<file path="src/rtl/aes_mode_ctrl.sv">
// Block-cipher mode controller: buffers plaintext blocks and sequences an external
// AES-128 core in ECB, CBC or CTR mode, one block in flight at a time.
module aes_mode_ctrl #(
  parameter int unsigned FIFO_DEPTH = 4,
  parameter int unsigned CTR_WIDTH  = 32
) (
  input  logic         clk,
  input  logic         rst,
  input  logic         cfg_load,
  input  logic [1:0]   cfg_mode,
  input  logic [127:0] cfg_key,
  input  logic [127:0] cfg_iv,
  input  logic         in_valid,
  output logic         in_ready,
  input  logic [127:0] in_data,
  output logic         out_valid,
  input  logic         out_ready,
  output logic [127:0] out_data,
  output logic         core_start,
  output logic [127:0] core_key,
  output logic [127:0] core_block,
  input  logic         core_done,
  input  logic [127:0] core_ct,
  output logic         busy,
  output logic         err_mode,
  output logic [31:0]  blk_count
);

  localparam int unsigned AW = $clog2(FIFO_DEPTH);
  localparam logic [AW:0] DepthC = (AW + 1)'(FIFO_DEPTH);
  localparam logic [127:0] CtrMask = {128{1'b1}} >> (128 - CTR_WIDTH);
  localparam logic [1:0] ModeEcb = 2'b00;
  localparam logic [1:0] ModeCbc = 2'b01;
  localparam logic [1:0] ModeCtr = 2'b10;
  localparam logic [1:0] ModeRsv = 2'b11;

  typedef enum logic [1:0] {StIdle, StLoad, StWait, StOut} state_e;
  state_e state_q, state_d;

  logic [127:0] mem [FIFO_DEPTH];
  logic [AW-1:0] wr_ptr_q, rd_ptr_q;
  logic [AW:0]   count_q;
  logic          push, pop, fifo_empty, capture, cfg_window;
  logic [127:0]  head, blk_sel, out_sel, ctr_inc;

  logic [1:0]   mode_q;
  logic [127:0] key_q, chain_q, ctr_q;
  logic [127:0] out_data_q, core_block_q, core_key_q;
  logic         out_valid_q, err_q;
  logic [31:0]  blk_count_q;

  assign head       = mem[rd_ptr_q];
  assign fifo_empty = (count_q == '0);
  assign in_ready   = rst & (count_q < DepthC);
  assign push       = in_valid & in_ready;
  // The head is only popped at capture, so WAIT always has a valid head.
  assign capture    = (state_q == StWait) & core_done;
  assign pop        = capture;
  assign cfg_window = cfg_load & (state_q == StIdle) & fifo_empty;

  assign core_start = (state_q == StLoad);
  assign busy       = (state_q != StIdle) | ~fifo_empty;
  assign out_valid  = out_valid_q;
  assign out_data   = out_data_q;
  assign core_block = core_block_q;
  assign core_key   = core_key_q;
  assign err_mode   = err_q;
  assign blk_count  = blk_count_q;

  always_comb begin
    state_d = state_q;
    case (state_q)
      StIdle:  if (!fifo_empty) state_d = StLoad;
      StLoad:  state_d = StWait;
      StWait:  if (core_done) state_d = StOut;
      StOut:   if (out_ready) state_d = StIdle;
      default: state_d = StIdle;
    endcase
  end

  always_comb begin
    blk_sel = head;
    case (mode_q)
      ModeCbc: blk_sel = head ^ chain_q;
      ModeCtr: blk_sel = ctr_q;
      default: blk_sel = head;
    endcase
    out_sel = (mode_q == ModeCtr) ? (head ^ core_ct) : core_ct;
    // Only the low CTR_WIDTH bits count; the upper bits are a fixed nonce.
    ctr_inc = (ctr_q & ~CtrMask) | ((ctr_q + 128'd1) & CtrMask);
  end

  always_ff @(posedge clk) begin
    if (push) mem[wr_ptr_q] <= in_data;
  end

  always_ff @(posedge clk or negedge rst) begin
    if (!rst) begin
      state_q  <= StIdle;
      wr_ptr_q <= '0;
      rd_ptr_q <= '0;
      count_q  <= '0;
    end else begin
      state_q <= state_d;
      if (push) wr_ptr_q <= wr_ptr_q + AW'(1);
      if (pop)  rd_ptr_q <= rd_ptr_q + AW'(1);
      case ({push, pop})
        2'b10:   count_q <= count_q + (AW + 1)'(1);
        2'b01:   count_q <= count_q - (AW + 1)'(1);
        default: count_q <= count_q;
      endcase
    end
  end

  always_ff @(posedge clk or negedge rst) begin
    if (!rst) begin
      mode_q       <= ModeEcb;
      key_q        <= '0;
      chain_q      <= '0;
      ctr_q        <= '0;
      out_data_q   <= '0;
      out_valid_q  <= 1'b0;
      core_block_q <= '0;
      core_key_q   <= '0;
      err_q        <= 1'b0;
      blk_count_q  <= '0;
    end else begin
      // Operands are frozen on IDLE->LOAD and held through WAIT.
      if (state_q == StIdle && !fifo_empty) begin
        core_block_q <= blk_sel;
        core_key_q   <= key_q;
      end
      if (capture) begin
        out_data_q  <= out_sel;
        out_valid_q <= 1'b1;
        if (mode_q == ModeCbc) chain_q <= core_ct;
        if (mode_q == ModeCtr) ctr_q <= ctr_inc;
      end else if (state_q == StOut && out_ready) begin
        out_valid_q <= 1'b0;
        blk_count_q <= blk_count_q + 32'd1;
      end
      if (cfg_window) begin
        if (cfg_mode == ModeRsv) begin
          err_q <= 1'b1;
        end else begin
          mode_q      <= cfg_mode;
          key_q       <= cfg_key;
          chain_q     <= cfg_iv;
          ctr_q       <= cfg_iv;
          blk_count_q <= '0;
          err_q       <= 1'b0;
        end
      end
    end
  end

endmodule

</file>
<file path="config.mk">
export PLATFORM = sky130hd
export DESIGN_NAME = aes_mode_ctrl
export DESIGN_NICKNAME = d
export VERILOG_FILES = /design/src/rtl/aes_mode_ctrl.sv
export SDC_FILE = /design/constraint.sdc
export NUM_CORES = 2
export LEC_CHECK = 0
export CORE_ASPECT_RATIO = 0.5
export CORE_MARGIN = 8
export CORE_UTILIZATION = 55
export CTS_CLUSTER_DIAMETER = 30
export DETAILED_ROUTE_END_ITERATION = 12
export HOLD_SLACK_MARGIN = 0.06
export PLACE_DENSITY_LB_ADDON = 0.08
export REMOVE_ABC_BUFFERS = 1
export SLEW_MARGIN = 20
export SYNTH_ARGS = -nofsm -noshare
export SYNTH_HDL_FRONTEND = slang
export SYNTH_SLANG_ARGS = --single-unit
</file>
<file path="constraint.sdc">
create_clock -name clk -period 10.79 [get_ports clk]
set_input_delay 2.158 -clock clk [delete_from_list [all_inputs] [get_ports clk]]
set_output_delay 2.158 -clock clk [all_outputs]
set_load 0.005 [all_outputs]
</file>
After elaboration in Yosys (flattened, before gate mapping)
Memory sizes are Yosys's and may differ from the RTL's. Index checks and enable logic that the tools add are counted.

Logic and storage cells: 78. Bits in writable memories: 512. Output and inout bits: 421. Register bits after elaboration: 813. Memories: 1.

Memory list: mem (words 4, bits a word 128, rd ports 1, clocked after Yosys merged registers in 0, write ports 1, line 40) `logic [127:0] mem [FIFO_DEPTH];`.

Reduce and logical (&&, ||, !) cells: 10. Magnitude comparators: 1. Add/sub/neg operators: 6. Muxes and demuxes: 24. Equality and inequality tests: 11. Bitwise operators: 11.

Operators by type and width (number): 2-to-1 mux 128 bit (9); one-hot mux 128 bit (2 select lines) (1); bitwise XOR 128 bit (2); 2-to-1 mux 32 bit (4); OR 128 x 32 -> 128 bit (1); adder 32 x 1 -> 32 bit, second input constant (2); equality test 2 bit, second input constant (5); one-hot mux 2 bit (4 select lines) (1); equality test 2 x 1 -> 1 bit, second input constant (3); 2-to-1 mux 2 bit (3); inequality test 2 bit, second input constant (3); one-hot mux 3 bit (2 select lines) (1); nonzero test 2 bit (3); bitwise AND 1 bit (5); 2-to-1 mux 1 bit (5); adder 2 x 1 -> 2 bit, second input constant (2); adder 3 x 1 -> 3 bit, second input constant (1); logical NOT 3 bit (1); < comparator 3 bit, second input constant (1); AND reduction 3 bit (1); subtractor 3 x 1 -> 3 bit, second input constant (1); logical AND 1 bit (2); logical NOT 2 bit (1); NOT 1 bit (2); other kinds (3) (3).

Depth between registers and ports, before layout
Depth in word-level cells: 6. Gate-level depth with buffers: 10. Mapped depth without buffers: 10.

Worst setup path after synthesis
No wires, ideal clock.

Path type: input-to-reg. Start point: input rst. End point: memory mem[0][0], enable pin. Path buffers: 0. Path slack: 4829 ps. Cell stages on the path: 2. Required time: 10287 ps. Arrival time: 5458 ps. Library setup time: 503 ps. Cells stage by stage: nor2b_1 and3_1.

Longest elaborated chain between the ends: 4.

Ends and longest elaborated chain: start, declared (line 8) `input logic rst,`; bitwise AND 1 bit (line 54) `assign in_ready = rst & (count_q < DepthC);`; bitwise AND 1 bit (line 55) `assign push = in_valid & in_ready;`; 2-to-1 mux 1 bit (line 94) `if (push) mem[wr_ptr_q] <= in_data;`; 2-to-1 mux 1 bit (implied by the code) (line 94); end, declared (line 40).

Every way passes these cells.

Worst setup path after layout
Start point: input rst. End point: output in_ready.

Longest elaborated chain between the ends: 1.

Ends and longest elaborated chain: bitwise AND 1 bit (line 54); end, declared (line 14) `output logic in_ready,`.

Every way passes these cells.

==> metrics.txt <==
status=completed; DR WL met3=10,500 um; cell family with most CP delay=buffers and inverters; Vias/cell=5.77; switching power=7.53 mW; period utilization=54.6%; Seq pwr share=37.2%; Max clock buf depth=3; Num CTS Buffers=158; Mapped Area=0.0558 mm2; routed length on met2=88,900 um; switch share=35.8%; Power Total=21.0 mW; CP Capture Type=output port; GRT overflow=0; Synth Area per Inst=11.8 um2; wire per inst=24.2 um; CP bufs+invs=2; fmax=170 MHz; FFs w/ async S/R, synth=61.4%; Rows=82; Pwr Density=292 mW/mm2; HPWL after DPL=112,000 um; Root Driver=clkbuf_16; slew margin rel.=4.75%; vias in the first global route=42,600; TritonCTS clock tree=built; crit path DAT=3.73 ns; FF-to-FF setup slack=7.08 ns; Ys Warns=0; max_cap viols=0; Worst setup startpoint=rst; Synth Register Bits=1,325; routed metal-1 wire length=63,800 um; largest net degree at the start of global routing=181; initial DRC count=3,587; Initial DRT Pass Iterations=6; Starting Density=55.6%; Worst VDD drop=0.000309 V; Clock transition at path regs=0.06 ns; Final Hold Viols=0; Reg2Reg Launch Point=rd_ptr_q[0]; Remaining DRCs=0; Reg-to-Reg End=core_block[32]; Die Height=241 um; Comb power frac=35.8%; Worst Setup Start Kind=primary input; worst hold stages=2; CP Max Fanout=52; HP Class=reg -> reg; Worst path max stage delay=0.67 ns; clock latency on the worst-skew pair=0.75 ns; cell depth of the worst flop-to-flop path=5; PortBufs=940; crit path cell chain=buf_8 -> nor2b_1 -> clkdlybuf4s50_1; Hold Path Sink=core_key[66]; Most used DFF post-synth=dfrtp_1; final critical path time including I/O delays and setup=5.89 ns; Hold Slack=0.458 ns; Slowest-stage cell, CP=clkdlybuf4s50_1; core area=0.100 mm2; highest routing layer actually used=met5; drt total wl=173,000 um; Post-synth EDFFs=512; Static Leak=29.1 nW; I/O pin cnt=941; GP Congestion=0.856; share of layout cells above drive strength 1=10.1%; Die W=467 um; All-Layer GR Usage=29.8%; post-route ant nets=0; DR vias=41,200; Fillers=7,056; Setup Skew=0.0211 ns; Int Pwr=13.5 mW; Setup Viol. Count Final=0; register area=0.0357 mm2; area of the multi-input gates=0.0189 mm2; # hold bufs at CTS=0; sequential-to-total area share from yosys stat=64.0%; Worst Max-Slew Pin Slew=1.43 ns; CP required=8.63 ns; initial antenna violation count=71; worst hold path startpoint=key_q[66]; CTS H-tree lvls=4; Setup Fix Bufs, Post-CTS=0; WS Path Type=in -> out; quantity of gates resized following cts=0; RSZ-0062 raised after global routing=no; post-synthesis cell count=4,733; Die Footprint=0.113 mm2; Slew Limit Fails=0; first-pass GRT wire length=257,000 um; Clk pwr share=27.0%; Distinct cells, synth=46; Clock Sinks=1,325; Nets=6,131; Layout area overhead=28.9%
==> per-stage QoR <==
stage                     TNS [ns]  utilization, %  setup WS, ns  instances  area [um2]
after global placement           0            65.9          5.00       6780       66200
after global routing             0            71.7          4.87       7133       72000
after CTS                        0            71.5          4.93       7074       71800
after detailed placement         0            65.9          4.94       6780       66200
after floorplan            -308.21               -         -2.82       4450       54600
final                            0            71.7          4.90       7138       72000
==> routing by layer <==
| metal | up-vias | global-route usage [%] |
|---|---|---|
| li1 | 18300 | - |
| met1 | 20800 | 35.2 |
| met2 | 1631 | 50.7 |
| met3 | 448 | 5.49 |
| met4 | 12 | 19.3 |
| met5 | - | 0 |
==> power groups by stage <==
stage                     Combinational [mW]  Clock [mW]  Sequential [mW]
after floorplan                         4.45           0             7.83
after global placement                  7.28           0             7.79
after detailed placement                7.51           0             7.88
after CTS                               7.57        5.74             7.80
after global routing                    8.17        5.96             7.98
final                                   7.54        5.68             7.82
==> synthesized netlist by cell type, types with 2 or more instances <==
| cell | n | area, um2 |
|---|---|---|
| ha_1 | 14 | 175 |
| nor3_1 | 13 | 65.1 |
| xor2_1 | 158 | 1380 |
| inv_1 | 20 | 75.1 |
| a21oi_1 | 161 | 806 |
| dfrtp_1 | 813 | 20300 |
| nor4_1 | 7 | 43.8 |
| buf_4 | 21 | 158 |
| nand3_2 | 3 | 30.0 |
| or3_1 | 5 | 31.3 |
| nor3b_2 | 98 | 1230 |
| buf_2 | 32 | 160 |
| nor3b_1 | 27 | 203 |
| o21ai_0 | 258 | 1290 |
| or2_2 | 2 | 12.5 |
| nor2_1 | 194 | 728 |
| mux4_2 | 128 | 2880 |
| nand2_1 | 1424 | 5350 |
| o21ai_1 | 104 | 521 |
| nand2b_1 | 9 | 56.3 |
| and4_1 | 9 | 78.8 |
| buf_6 | 11 | 124 |
| a221oi_1 | 127 | 1110 |
| clkbuf_1 | 193 | 724 |
| edfxtp_1 | 512 | 15400 |
| nand4_1 | 22 | 138 |
| a222oi_1 | 2 | 20.0 |
| and3_1 | 12 | 75.1 |
| xnor2_1 | 27 | 236 |
| mux2i_1 | 104 | 1040 |
| buf_1 | 26 | 97.6 |
| nand3_1 | 17 | 85.1 |
| a31oi_1 | 34 | 213 |
| and2_1 | 5 | 31.3 |
| nor4_4 | 2 | 42.5 |
| nor2b_1 | 129 | 807 |
==> cells by family (layout without fill, tap and decap cells) <==
logic type               count (synthesis)  in the layout  share of synthesized area (%)
AO/OA/AOI/OAI                          689            689                           7.14
flip-flops                            1325           1325                           64.0
AND/OR/NAND/NOR                       1983           1983                           16.2
XOR/XNOR                               185            185                           2.90
multiplexers                           233            233                           7.05
other                                    0             64                              0
adder cells (fa/ha/maj)                 15             15                          0.349
buffers and inverters                  303           1300                           2.40
==> layout make-up <==
class                   count  area share (%)
clock buffers             185            5.98
multi-input cells        3105            26.2
well taps                1344            2.34
clock inverters           109            1.83
diodes                     64           0.222
inverters                  20           0.104
flip-flops and latches   1325            49.6
repair buffers            986            13.7
==> registers in the layout, summed over array words and instances, names as in the netlist, 3 cells and up <==
name,count
mem,512
chain_q,128
core_block,128
core_key,128
ctr_q,128
key_q,128
out_data,128
blk_count,32
count_q,3
==> worst max path at each step <==
stage,to,cells after the start,slack (ns)
after CTS,in_ready,3,4.93
final,in_ready,3,4.90
after global placement,in_ready,3,5.00
after floorplan,core_block[16],5,-2.82
after detailed placement,in_ready,3,4.94
after global routing,in_ready,3,4.87
==> cells in the final DEF, fill, tap and decap left out, drive strengths merged, types with 21 or more instances in the layout <==
| cell | count |
|---|---|
| nand2 | 1424 |
| clkdlybuf4s50 | 939 |
| dfrtp | 813 |
| edfxtp | 512 |
| o21ai | 362 |
| nor2 | 195 |
| clkbuf | 185 |
| a21oi | 162 |
| xor2 | 158 |
| nor2b | 129 |
| mux4 | 128 |
| a221oi | 127 |
| nor3b | 125 |
| mux2i | 104 |
| diode | 64 |
| inv | 52 |
| buf | 47 |
| clkinv | 47 |
| a31oi | 34 |
| xnor2 | 27 |
| nand4 | 23 |
| bufinv | 21 |
==> tightest hold or removal path, stage by stage (launching register included) <==
cell	delay, ns
dfrtp_1	0.34
nand2_1	0.05
nand2_1	0.05
No activity file was read; power rests on OpenSTA's default activity.
